--- src/rtl/fetch_pkg.sv ---
// fetch_pkg: shared instruction-bundle constants and fetch state encoding
package fetch_pkg;
    localparam logic [5:0] OP_NOP = 6'b010011;
    localparam logic [63:0] NOP_BUNDLE = {OP_NOP, 26'b0, OP_NOP, 26'b0};
    // Encoding is {infl_v, skid_v}; 2'b11 cannot occur.
    typedef enum logic [1:0] {
        F_FILL = 2'b00,
        F_FLOW = 2'b10,
        F_HOLD = 2'b01
    } fetch_state_t;
endpackage

--- src/rtl/fetch_skid.sv ---
// fetch_skid: one-entry {pc,inst} holding register for the word in flight during a stall
//   clk, rst          clock, synchronous active-high reset
//   load, d_pc/d_inst capture a bundle (load wins over clear)
//   clear             drop the held bundle
//   valid, q_pc/q_inst held bundle
module fetch_skid (
    input  logic        clk,
    input  logic        rst,
    input  logic        load,
    input  logic        clear,
    input  logic [31:0] d_pc,
    input  logic [63:0] d_inst,
    output logic        valid,
    output logic [31:0] q_pc,
    output logic [63:0] q_inst
);
    logic        valid_q, valid_d;
    logic [31:0] pc_q, pc_d;
    logic [63:0] inst_q, inst_d;
    always_comb begin
        valid_d = load | (valid_q & ~clear);
        pc_d    = load ? d_pc : pc_q;
        inst_d  = load ? d_inst : inst_q;
    end
    always_ff @(posedge clk) begin
        if (rst) begin
            valid_q <= 1'b0;
            pc_q    <= '0;
            inst_q  <= '0;
        end else begin
            valid_q <= valid_d;
            pc_q    <= pc_d;
            inst_q  <= inst_d;
        end
    end
    assign valid  = valid_q;
    assign q_pc   = pc_q;
    assign q_inst = inst_q;
endmodule

--- src/rtl/fetch.sv ---
// fetch: dual-slot front end presenting one bundle per cycle to decode from a 1-cycle BRAM
//   clk, rst                 clock, synchronous active-high reset
//   interlock                decode cannot consume this cycle
//   branch_flag, branch_pc   redirect request and target bundle address (wins over interlock)
//   imem_en, imem_addr       BRAM read port
//   imem_dout                BRAM data for the address issued last cycle
//   pc, inst                 registered bundle presented to decode
module fetch
    import fetch_pkg::*;
#(
    parameter int          ADDR_W   = 15,
    parameter logic [31:0] RESET_PC = 32'd0
) (
    input  logic              clk,
    input  logic              rst,
    input  logic              interlock,
    input  logic              branch_flag,
    input  logic [31:0]       branch_pc,
    output logic              imem_en,
    output logic [ADDR_W-1:0] imem_addr,
    input  logic [63:0]       imem_dout,
    output logic [31:0]       pc,
    output logic [63:0]       inst
);
    logic [31:0]  req_pc_q, req_pc_d;
    logic         infl_v_q, infl_v_d;
    logic [31:0]  infl_pc_q, infl_pc_d;
    logic [31:0]  pc_q, pc_d;
    logic [63:0]  inst_q, inst_d;
    logic         skid_load, skid_clear, skid_v;
    logic [31:0]  skid_pc;
    logic [63:0]  skid_inst;
    fetch_state_t state;
    fetch_skid u_skid (
        .clk    (clk),
        .rst    (rst),
        .load   (skid_load),
        .clear  (skid_clear),
        .d_pc   (infl_pc_q),
        .d_inst (imem_dout),
        .valid  (skid_v),
        .q_pc   (skid_pc),
        .q_inst (skid_inst)
    );
    always_comb begin
        state      = fetch_state_t'({infl_v_q, skid_v});
        req_pc_d   = req_pc_q;
        infl_v_d   = 1'b0;
        infl_pc_d  = infl_pc_q;
        pc_d       = pc_q;
        inst_d     = inst_q;
        imem_en    = 1'b0;
        imem_addr  = req_pc_q[ADDR_W-1:0];
        skid_load  = 1'b0;
        skid_clear = 1'b0;
        if (!rst) begin
            if (branch_flag) begin
                // The bundle fetched behind the branch is replaced by a NOP bubble.
                imem_en    = 1'b1;
                imem_addr  = branch_pc[ADDR_W-1:0];
                infl_v_d   = 1'b1;
                infl_pc_d  = branch_pc;
                req_pc_d   = branch_pc + 32'd1;
                skid_clear = 1'b1;
                pc_d       = '0;
                inst_d     = NOP_BUNDLE;
            end else if (interlock) begin
                // The word arriving now would be lost, so park it in the skid.
                skid_load = infl_v_q;
            end else begin
                pc_d       = state == F_HOLD ? skid_pc   : state == F_FLOW ? infl_pc_q : '0;
                inst_d     = state == F_HOLD ? skid_inst : state == F_FLOW ? imem_dout : NOP_BUNDLE;
                skid_clear = 1'b1;
                imem_en    = 1'b1;
                infl_v_d   = 1'b1;
                infl_pc_d  = req_pc_q;
                req_pc_d   = req_pc_q + 32'd1;
            end
        end
    end
    always_ff @(posedge clk) begin
        if (rst) begin
            req_pc_q  <= RESET_PC;
            infl_v_q  <= 1'b0;
            infl_pc_q <= '0;
            pc_q      <= '0;
            inst_q    <= NOP_BUNDLE;
        end else begin
            assert (!(infl_v_q && skid_v)) else $error("fetch: in-flight and skid both valid");
            req_pc_q  <= req_pc_d;
            infl_v_q  <= infl_v_d;
            infl_pc_q <= infl_pc_d;
            pc_q      <= pc_d;
            inst_q    <= inst_d;
        end
    end
    assign pc   = pc_q;
    assign inst = inst_q;
endmodule

--- config.mk ---
export PLATFORM = sky130hd
export DESIGN_NAME = fetch
export DESIGN_NICKNAME = d
export VERILOG_FILES = /design/src/rtl/fetch_pkg.sv /design/src/rtl/fetch_skid.sv /design/src/rtl/fetch.sv
export SDC_FILE = /design/constraint.sdc
export NUM_CORES = 1
export LEC_CHECK = 0
export BUFFER_PORTS_ARGS = -buffer_cell sky130_fd_sc_hd__clkbuf_2
export CAP_MARGIN = 20
export CORE_UTILIZATION = 30
export CTS_CLUSTER_DIAMETER = 200
export CTS_CLUSTER_SIZE = 25
export DETAILED_ROUTE_END_ITERATION = 8
export PLACE_DENSITY = 0.56
export SYNTH_ARGS = -nofsm -noshare
export SYNTH_HDL_FRONTEND = slang
export SYNTH_SLANG_ARGS = --single-unit
--- constraint.sdc ---
create_clock -name clk -period 6.8 [get_ports clk]
set_input_delay 0.68 -clock clk [delete_from_list [all_inputs] [get_ports clk]]
set_output_delay 0.68 -clock clk [all_outputs]
set_load 0.05 [all_outputs]
==> results.ini <==
[worst_setup_path]
start_kind=input port
crit_path_top_delay_cell=nor2_1
critPathTopFamily=buffers and inverters
cp_num_buf_inv=4
crit_path_end_kind=output port
worstReg2RegEnd=req_pc_q[31]$_SDFFE_PP0N_
crit_type=in2out
reg2regPathDepth=6
rr_startpoint=req_pc_q[2]$_SDFFE_PP0N_
path_cells=buf_4 > inv_1 > buf_4 > nor2_1 > nand2_1 > nand2_1 > clkbuf_2
critical_path_required_ps=6120
crit_fanout=57
arrival_ps=2550
critical_path.max_stage_delay_ps=510
r2r_slack_ps=3980

[clocking]
cts_root_buf=clkbuf_16
cts_setup_buffers=0
cts_resized=0
clock_latency_ps=500
ctsHoldBuffers=0
tritoncts=built
ctsLongestPathBuffers=3
cts_buffers=14
clk_pin_slew_worst_paths_ps=110
cts.sinks=258
h-tree-depth=1

[sta]
tightest_slew_ps=1120
slew_viol_final=0
min_period_over_period=0.475
hold-worst-slack_ps=387
relSlewSlack=0.254
max_freq_mhz=310
min_period_ps=3230
fin_setup_tns_ps=0
hold_violations=0
clock_skew_ps=23.8
setup_viol=0
rsz0062_at_grt=no

[logic_synthesis]
ys_ff_latch=258
ys_types=53
synthFlopType=dfxtp_1
syn_area_per_cell_um2=7.92
async_flop_share=0
syn_inst=1481
synth_nets=1582
seq_area_frac_synth=0.440
synth-edff-count=0
synthesis.area_mm2=0.0117
yosys_warnings=0

[global_route]
grt.total_usage=0.165
grt_busiest_layer=met2
gr-usage-met2=0.273
grt-ovfl-total=0
first_global_vias=9572
grt_antenna_before_repair=2
grt_pass1_wl_mm=52.7
met1_usage=0.220
grt_max_degree=88
use_met3=0.0242

[routing]
via_count=10600
viasPerCell=4.98
dr.pass1.iters=7
first_iter_violations=674
drc_errors=0
wl_per_cell_um=15.8
routed_wl_mm=33.6
drt.antenna.violating_nets=0

[placement]
dp_hpwl_mm=22.0
port-buffer-count=211
gp_congestion=0.814
dp.cells=2107
placedInstanceArea_mm2=0.0131

[hold_path]
min_from=imem_dout[56]
hp-class=in2reg
hold_depth=3
min_to=u_skid.q_inst[56]$_SDFFE_PP0P_

[die]
die_w_um=200
die_h_um=200
dieArea_mm2=0.0399
initial_core_util=0.304
core.rowCount=72
io_pins=212
fp.coreArea_mm2=0.0386

[job]
cap_violations=0

[cells_and_area]
syn_to_final_growth_pct=15.0
final_cell_area_mm2=0.0135
fin_nets=1706
fillers=4075
stdcell_count=2124
drive_above_1_share=0.168

[outcome]
status=finished, final reports clean

[pwr]
vdd_drop_max_mv=0.127
p_leak_nw=5.14
p_per_area_mw_per_mm2=216

[cell usage after synthesis (all sizes together), types with 20 or more instances]
| cell type | number | share of area |
|---|---|---|
| nand3b | 20 | 0.013 |
| nand2 | 164 | 0.052 |
| clkbuf | 94 | 0.030 |
| nor2 | 256 | 0.082 |
| a21oi | 133 | 0.058 |
| buf | 23 | 0.011 |
| nand3 | 35 | 0.016 |
| mux2i | 33 | 0.028 |
| a211oi | 21 | 0.014 |
| o21ai | 106 | 0.045 |
| nand2b | 101 | 0.054 |
| xnor2 | 28 | 0.021 |
| dfxtp | 258 | 0.44 |
| a22oi | 98 | 0.064 |
[layout by cell type (no fill, tap or decap), types with 4 or more instances in the layout]
cell and count:
a211oi_1 20, a21o_1 5, a21oi_1 130, a22oi_1 96
buf_4 16, clkbuf_16 15, clkbuf_2 208, dfxtp_1 258
inv_1 6, mux2_2 5, mux2i_1 33, nand2_1 164
nand2b_1 101, nand3_1 32, nand3b_1 19, nand4_1 7
nand4b_1 4, nor2_1 256, nor3_1 13, o211ai_1 6
o21ai_0 106, o22ai_1 9, xnor2_1 28, xor2_1 11
[registers in the layout, indices dropped and copies added, names as in the netlist]
register,flops
u_skid.q_pc,32
infl_v_q,1
req_pc_q,32
u_skid.valid,1
u_skid.q_inst,64
pc,32
inst,64
infl_pc_q,32
[worst max-delay path by stage]
stage / to / slack (ps) / cells after the start / startpoint
6_report: imem_addr[14] / 3570 / 7 / branch_flag
5_1_grt: imem_addr[9] / 3290 / 7 / branch_flag
4_1_cts: imem_addr[14] / 3580 / 7 / branch_flag
3_5_place_dp: req_pc_q[28]$_SDFFE_PP0N_ / 3160 / 8 / branch_flag
3_3_place_gp: req_pc_q[28]$_SDFFE_PP0N_ / 3180 / 8 / branch_flag
2_1_floorplan: req_pc_q[28]$_SDFFE_PP0N_ / 3540 / 12 / branch_flag
[metrics by stage]
stage                     setup slack, ps  total power [mW]  utilization
after floorplan                      3540              1.90            -
after detailed placement             3160              2.03        0.339
final                                3570              2.92        0.349
after global routing                 3290              3.07        0.349
after CTS                            3580              2.98        0.349
after global placement               3180              2.03        0.339
[report_power, final]
part	total (mW)	switching (mW)	internal, mW
registers	1.60	0.0434	1.56
logic	0.389	0.262	0.127
clock network	0.928	0.522	0.406
[cells by family (layout without fill, tap and decap cells)]
| logic type | Yosys count | after routing | share of synthesized area |
|---|---|---|---|
| compound gates | 393 | 393 | 0.204 |
| xor+xnor | 39 | 39 | 0.0291 |
| fa+ha+maj | 1 | 1 | 0.00107 |
| buf+inv | 123 | 247 | 0.0427 |
| flops | 258 | 258 | 0.440 |
| mux | 38 | 38 | 0.0330 |
| other cells | 0 | 1 | 0 |
| simple gates | 629 | 629 | 0.250 |
[layout make-up]
cell class | instances | area (µm²) | area share
Clock inverter | 1 | 20.0 | 0.00148
Tap cell | 518 | 648 | 0.0480
Clock buffer | 15 | 375 | 0.0278
Timing Repair Buffer | 225 | 1170 | 0.0870
Sequential cell | 258 | 5160 | 0.383
Multi-Input combinational cell | 1100 | 6090 | 0.451
Antenna cell | 1 | 2.50 | 0.000185
Inverter | 6 | 22.5 | 0.00167
[layer usage]
layer / part of all wire / routed length (µm)
met2: 0.46 / 15500
met4: 0.020 / 663
met1: 0.47 / 15800
met5: 0.00051 / 17
met3: 0.049 / 1650
[tightest hold or removal path, cell delays in order]
cell and delay (ps):
clkbuf_2 90, nand2_1 40, o21ai_0 60
(Power assumes the default switching activity.)
